## config.mk

```make
export PLATFORM = sky130hd
export DESIGN_NAME = j1a_bus_responder
export DESIGN_NICKNAME = d
export VERILOG_FILES = /design/src/rtl/j1a_bus_responder.sv
export SDC_FILE = /design/constraint.sdc
export NUM_CORES = 1
export LEC_CHECK = 0
export CORE_MARGIN = 8
export CORE_UTILIZATION = 46
export CTS_CLUSTER_SIZE = 20
export DETAILED_ROUTE_END_ITERATION = 10
export HOLD_SLACK_MARGIN = 0.03
export PLACE_DENSITY = 0.85
export SYNTH_ARGS = -nofsm -noshare
export SYNTH_HDL_FRONTEND = slang
export SYNTH_SLANG_ARGS = --single-unit
export TNS_END_PERCENT = 20
```

## constraint.sdc

```tcl
create_clock -name sys_clk_i -period 3.4 [get_ports sys_clk_i]
set_clock_uncertainty 0.15 [all_clocks]
set_input_delay 0.34 -clock sys_clk_i [delete_from_list [all_inputs] [get_ports sys_clk_i]]
set_output_delay 0.34 -clock sys_clk_i [all_outputs]
set_load 0.05 [all_outputs]
```

## src/rtl/j1a_bus_responder.sv

```systemverilog
// j1a_bus_responder: serializes J1A instruction fetch and data access onto one memory.
// Optional store write-protect of instruction space: define J1A_INS_WP_EN.
module j1a_bus_responder #(
    parameter int unsigned MEM_WAIT = 1,
    parameter logic [1:0]  INS_PAGE = 2'b00
) (
    input  logic        sys_clk_i,
    input  logic        sys_res_n_i,
    input  logic [12:0] ins_adr_i,
    input  logic        ins_cyc_i,
    output logic [15:0] ins_dat_o,
    input  logic [14:0] dat_adr_i,
    input  logic [15:0] dat_dat_i,
    output logic [15:0] dat_dat_o,
    input  logic        dat_we_i,
    input  logic        dat_cyc_i,
    input  logic        shr_stb_i,
    output logic        shr_ack_o,
    output logic [14:0] mem_adr_o,
    output logic [15:0] mem_dat_o,
    input  logic [15:0] mem_dat_i,
    output logic        mem_en_o,
    output logic        mem_we_o
);

    localparam logic [1:0] S_IDLE = 2'd0;
    localparam logic [1:0] S_INS  = 2'd1;
    localparam logic [1:0] S_DAT  = 2'd2;
    localparam logic [1:0] S_ACK  = 2'd3;

    localparam logic [3:0] WAIT_LAST = 4'(MEM_WAIT);

    logic [1:0]  state;
    logic [3:0]  wcnt;
    logic        req_d;
    logic        abort;
    logic [14:0] dat_adr_q;
    logic        dat_we_q;
    logic        last;
    logic        start;
    logic        wp;

    assign last  = (wcnt == WAIT_LAST);
    assign start = shr_stb_i & (ins_cyc_i | dat_cyc_i);

`ifdef J1A_INS_WP_EN
    assign wp = (dat_adr_q[14:13] == INS_PAGE);
`else
    assign wp = 1'b0;
`endif

    // Memory and bus outputs decoded from the current phase.
    always_comb begin
        mem_en_o  = 1'b0;
        mem_we_o  = 1'b0;
        mem_adr_o = 15'd0;
        shr_ack_o = 1'b0;
        unique case (state)
            S_INS: begin
                mem_en_o  = 1'b1;
                mem_adr_o = {INS_PAGE, ins_adr_i};
            end
            S_DAT: begin
                mem_en_o  = 1'b1;
                mem_we_o  = dat_we_q & ~wp;
                mem_adr_o = dat_adr_q;
            end
            S_ACK: begin
                shr_ack_o = shr_stb_i & ~abort;
            end
            default: begin
                mem_en_o = 1'b0;
            end
        endcase
    end

    // Phase sequencing, wait counting and request latching.
    always_ff @(posedge sys_clk_i or negedge sys_res_n_i) begin
        if (!sys_res_n_i) begin
            state     <= S_IDLE;
            wcnt      <= 4'd0;
            req_d     <= 1'b0;
            abort     <= 1'b0;
            dat_adr_q <= 15'd0;
            dat_we_q  <= 1'b0;
            mem_dat_o <= 16'd0;
        end else begin
            unique case (state)
                S_IDLE: begin
                    abort <= 1'b0;
                    wcnt  <= 4'd0;
                    if (start) begin
                        req_d     <= dat_cyc_i;
                        dat_adr_q <= dat_adr_i;
                        dat_we_q  <= dat_we_i;
                        mem_dat_o <= dat_dat_i;
                        state     <= ins_cyc_i ? S_INS : S_DAT;
                    end
                end
                S_INS: begin
                    if (!shr_stb_i) abort <= 1'b1;
                    if (last) begin
                        wcnt  <= 4'd0;
                        state <= req_d ? S_DAT : S_ACK;
                    end else begin
                        wcnt <= wcnt + 4'd1;
                    end
                end
                S_DAT: begin
                    if (!shr_stb_i) abort <= 1'b1;
                    if (last) begin
                        wcnt  <= 4'd0;
                        state <= S_ACK;
                    end else begin
                        wcnt <= wcnt + 4'd1;
                    end
                end
                default: begin
                    state <= S_IDLE;
                end
            endcase
        end
    end

    // Fetched instruction word, captured on the last cycle of the fetch.
    always_ff @(posedge sys_clk_i or negedge sys_res_n_i) begin
        if (!sys_res_n_i) begin
            ins_dat_o <= 16'd0;
        end else if (state == S_INS && last) begin
            ins_dat_o <= mem_dat_i;
        end
    end

    // Load datum, captured on the last cycle of a data read only.
    always_ff @(posedge sys_clk_i or negedge sys_res_n_i) begin
        if (!sys_res_n_i) begin
            dat_dat_o <= 16'd0;
        end else if (state == S_DAT && last && !dat_we_q) begin
            dat_dat_o <= mem_dat_i;
        end
    end

endmodule

```

==> results of run 1 <==
-- through the flow --
stage	util, %	std cells
5_1_grt	71.3	459
3_5_place_dp	67.9	442
3_3_place_gp	67.9	442
6_report	71.3	459
2_1_floorplan	-	224
4_1_cts	71.3	459
-- how the worst min path moves through the flow --
stage | end | slack, ns | cells after the start | start
finish | abort$_DFFE_PN0P_ | 0.24 | 2 | sys_res_n_i
detailed placement | req_d$_DFFE_PN0P_ | 0.05 | 1 | sys_res_n_i
global placement | req_d$_DFFE_PN0P_ | 0.04 | 1 | sys_res_n_i
CTS | abort$_DFFE_PN0P_ | 0.24 | 2 | sys_res_n_i
global route | abort$_DFFE_PN0P_ | 0.25 | 2 | sys_res_n_i
floorplan | abort$_DFFE_PN0P_ | -0.11 | 0 | sys_res_n_i
-- Yosys cell counts (2+ instances only) --
library cell   n
nand2_1        5
mux2_4        20
clkbuf_1       5
dfrtp_1       72
and2_1         4
ha_1          10
o21ai_0        3
a22oi_1       13
buf_2          3
nand2b_1       2
nor2_1        15
inv_1          5
mux2_2        47
-- sequential cells by signal, indices dropped and copies added (netlist names) --
signal,flops
ins_dat_o,16
dat_dat_o,16
dat_adr_q,15
mem_dat_o,16
wcnt,4
abort,1
req_d,1
state,2
dat_we_q,1
-- layer usage --
layer	global-route usage (%)	up-vias
met2	24.8	106
met4	7.10	0
met3	8.37	11
li1	-	1057
met1	19.3	1097
met5	0	-
-- kinds of logic after synthesis --
logic type	Yosys count	share of synthesized area, %
compound gates	23	5.15
fa+ha+maj	10	3.87
mux	68	26.0
flops	72	55.8
buf+inv	17	3.18
simple gates	34	6.01
-- cell usage in the layout, fill, tap and decap left out --
cell type / instances
mux2i_1: 1
a31oi_1: 1
clkdlybuf4s50_1: 130
ha_1: 10
a22oi_1: 13
nand4b_1: 1
nand3b_4: 1
nand2b_1: 2
buf_12: 1
a2bb2oi_1: 1
inv_6: 1
buf_4: 1
o22ai_1: 1
mux2_4: 20
o211ai_4: 1
or3_2: 1
dlygate4sd3_1: 1
mux2_2: 47
nand3_1: 1
clkbuf_8: 9
buf_2: 1
or2_2: 1
and2_4: 1
a21oi_1: 1
clkbuf_1: 1
and2_1: 4
o31ai_1: 1
clkinvlp_4: 3
nand2_1: 5
dfrtp_1: 72
inv_1: 5
clkinv_4: 1
nor3b_4: 1
bufinv_16: 2
nor2b_1: 1
o21ai_0: 3
nor2_1: 15
o211ai_1: 1
-- power groups by stage --
stage,Combinational (mW),Sequential [mW],Clock (mW)
floorplan,1.36,2.53,0
CTS,3.48,1.54,0.766
detailed placement,3.46,1.55,0
global route,3.63,1.59,0.794
finish,3.45,1.53,0.744
global placement,3.41,1.53,0
-- final cells by class --
type,instances,area (µm²),share of cell area (%)
repair buffers,134,1340,27.7
multi-input cells,135,1330,27.5
well taps,96,120,2.48
clock inverters,6,92.6,1.91
clock buffers,10,128,2.63
flip-flops and latches,72,1800,37.2
inverters,6,26.3,0.542
-- what timing repair did --
| action | 4_1_cts | 5_1_grt |
|---|---|---|
| hold endpoints to repair | 72 | 0 |
| gates resized for setup | 0 | 1 |
| setup endpoints to repair | 0 | 13 |
| buffers inserted | 0 | 0 |
| hold buffers | 1 | 0 |
==> run summary, run 1 <==
Chip height -> 99.8 µm
VDD IR-drop max -> 624 µV
Nets -> 434
Worst-margin pin slew -> 0.641 ns
Largest stage delay, worst path -> 0.83 ns
Total power -> 5.73 mW
Port Buffer Count -> 131
Post-synth EDFFs -> 0
Setup_tns -> 0 ns
Ys flop type -> dfrtp_1
DR top layer -> met4
Starting density of the core -> 47.5%
CTS Buffer Depth -> 2
Met2 WL -> 3500 µm
Switching share of power -> 46.8%
Global-route wire length before repair -> 12900 µm
Starting DRT DRC Count -> 49
Met1 WL -> 3350 µm
Worst r2r src -> state[0]$_DFFE_PN0P_
Status -> completed
CP bufs+invs -> 2
Die area -> 0.00996 mm²
Leak -> 2.08 nW
Fin. max-slew vios -> 0
Dpl hpwl -> 6020 µm
CP arrival -> 2.73 ns
Site row count -> 30
Asr flop ratio synth -> 100%
Aggregate global routing overflow -> 0
Number of CTS-inserted buffers -> 9
Cell depth of the worst setup path -> 5
Crit-path slowest cell -> clkdlybuf4s50_1
Post-Syn Area -> 0.00323 mm²
Clk_lat worst skew -> 0.34 ns
Gr usage total -> 16.5%
CTS sink count -> 72
Setup ws final -> 0.181 ns
Reg2Reg Setup Slack -> 1.17 ns
Crit-path cells -> inv_1, ha_1, a22oi_1, nor2_1, clkdlybuf4s50_1
Antenna Cells -> 0
Via count -> 2271
Worst rel slew slack -> 57.3%
Critical Path Start -> state[0]$_DFFE_PN0P_
NetSw -> 2.68 mW
CP Capture Type -> primary output
Sequential fraction of the synthesis area -> 55.8%
Final wirelength -> 7950 µm
Fmax -> 0.311 GHz
Minimum clock period -> 3.22 ns
Remaining DRCs -> 0
Worst hold-check path type -> primary input to async pin
Final Hold Fails -> 0
Seq pwr share -> 26.8%
WHS -> 0.242 ns
Biggest area consumer among synthesized cells -> dfrtp_1
Die X -> 99.8 µm
Logic pwr share -> 60.2%
CP delay by family, top -> buffers and inverters
Synthesized instance count -> 224
Vias in the first global route -> 2569
Endpoints failing setup -> 0
Final period util -> 94.7%
Final ANT Viol Nets -> 0
I/O pins -> 132
DR pass1 iterations -> 4
Crit path required time -> 2.91 ns
CTS Root Cell -> clkbuf_8
CTS H-tree depth -> 3
Metal3 WL -> 987 µm
Post-synth cell types -> 33
Clock transition at path regs -> 0.08 ns
Yosys reg bits -> 72
Initial antenna violation count -> 0
Ranking of synthesized cells by area -> dfrtp_1 56%, mux2_2 16%, mux2_4 9.3%, ha_1 3.9%, a22oi_1 3.0%
Core area -> 0.00679 mm²
Synth Warn # -> 0
Clock Power Share -> 13.0%
Area after DPL -> 0.00461 mm²
WL/cell -> 17.3 µm
Fill count -> 460
RSZ-0062 raised after global routing -> false
Power Dens Cells -> 1180 mW/mm²
Largest net degree at the start of global routing -> 67
Critical path class -> flop to primary output
Synth top area share -> 55.8%
Vias/cell -> 4.95
Layout cell share with drive strength beyond 1 -> 25.3%
Syn_nets -> 300
Max cap viols -> 0
Design Area, Final -> 0.00485 mm²
Crit-path max FO -> 15
CTS tree -> done
Reg-to-Reg End -> wcnt[3]$_DFFE_PN0P_
Internal power -> 3.05 mW
Syn avg cell area -> 14.4 µm²
Startpoint Class -> flop
Setup crit end -> mem_adr_o[7]
Reg2Reg Depth -> 5
Synthesis-to-finish area growth -> 50.1%
Dpl ws -> 0.488 ns
GPL Wtd Cong -> 0.763
No activity file was read; power rests on OpenSTA's default activity.
==> run 2, diff against run 1 <==
--- a/config.mk
+++ b/config.mk
@@ -7,10 +7,12 @@
 export LEC_CHECK = 0
 export CORE_MARGIN = 8
 export CORE_UTILIZATION = 46
+export CTS_CLUSTER_DIAMETER = 80
 export CTS_CLUSTER_SIZE = 20
 export DETAILED_ROUTE_END_ITERATION = 10
 export HOLD_SLACK_MARGIN = 0.03
 export PLACE_DENSITY = 0.85
+export SKIP_LAST_GASP = 1
 export SYNTH_ARGS = -nofsm -noshare
 export SYNTH_HDL_FRONTEND = slang
 export SYNTH_SLANG_ARGS = --single-unit
==> results of run 2 <==
No change in the layout: final DEF, timing and power equal those of run 1.
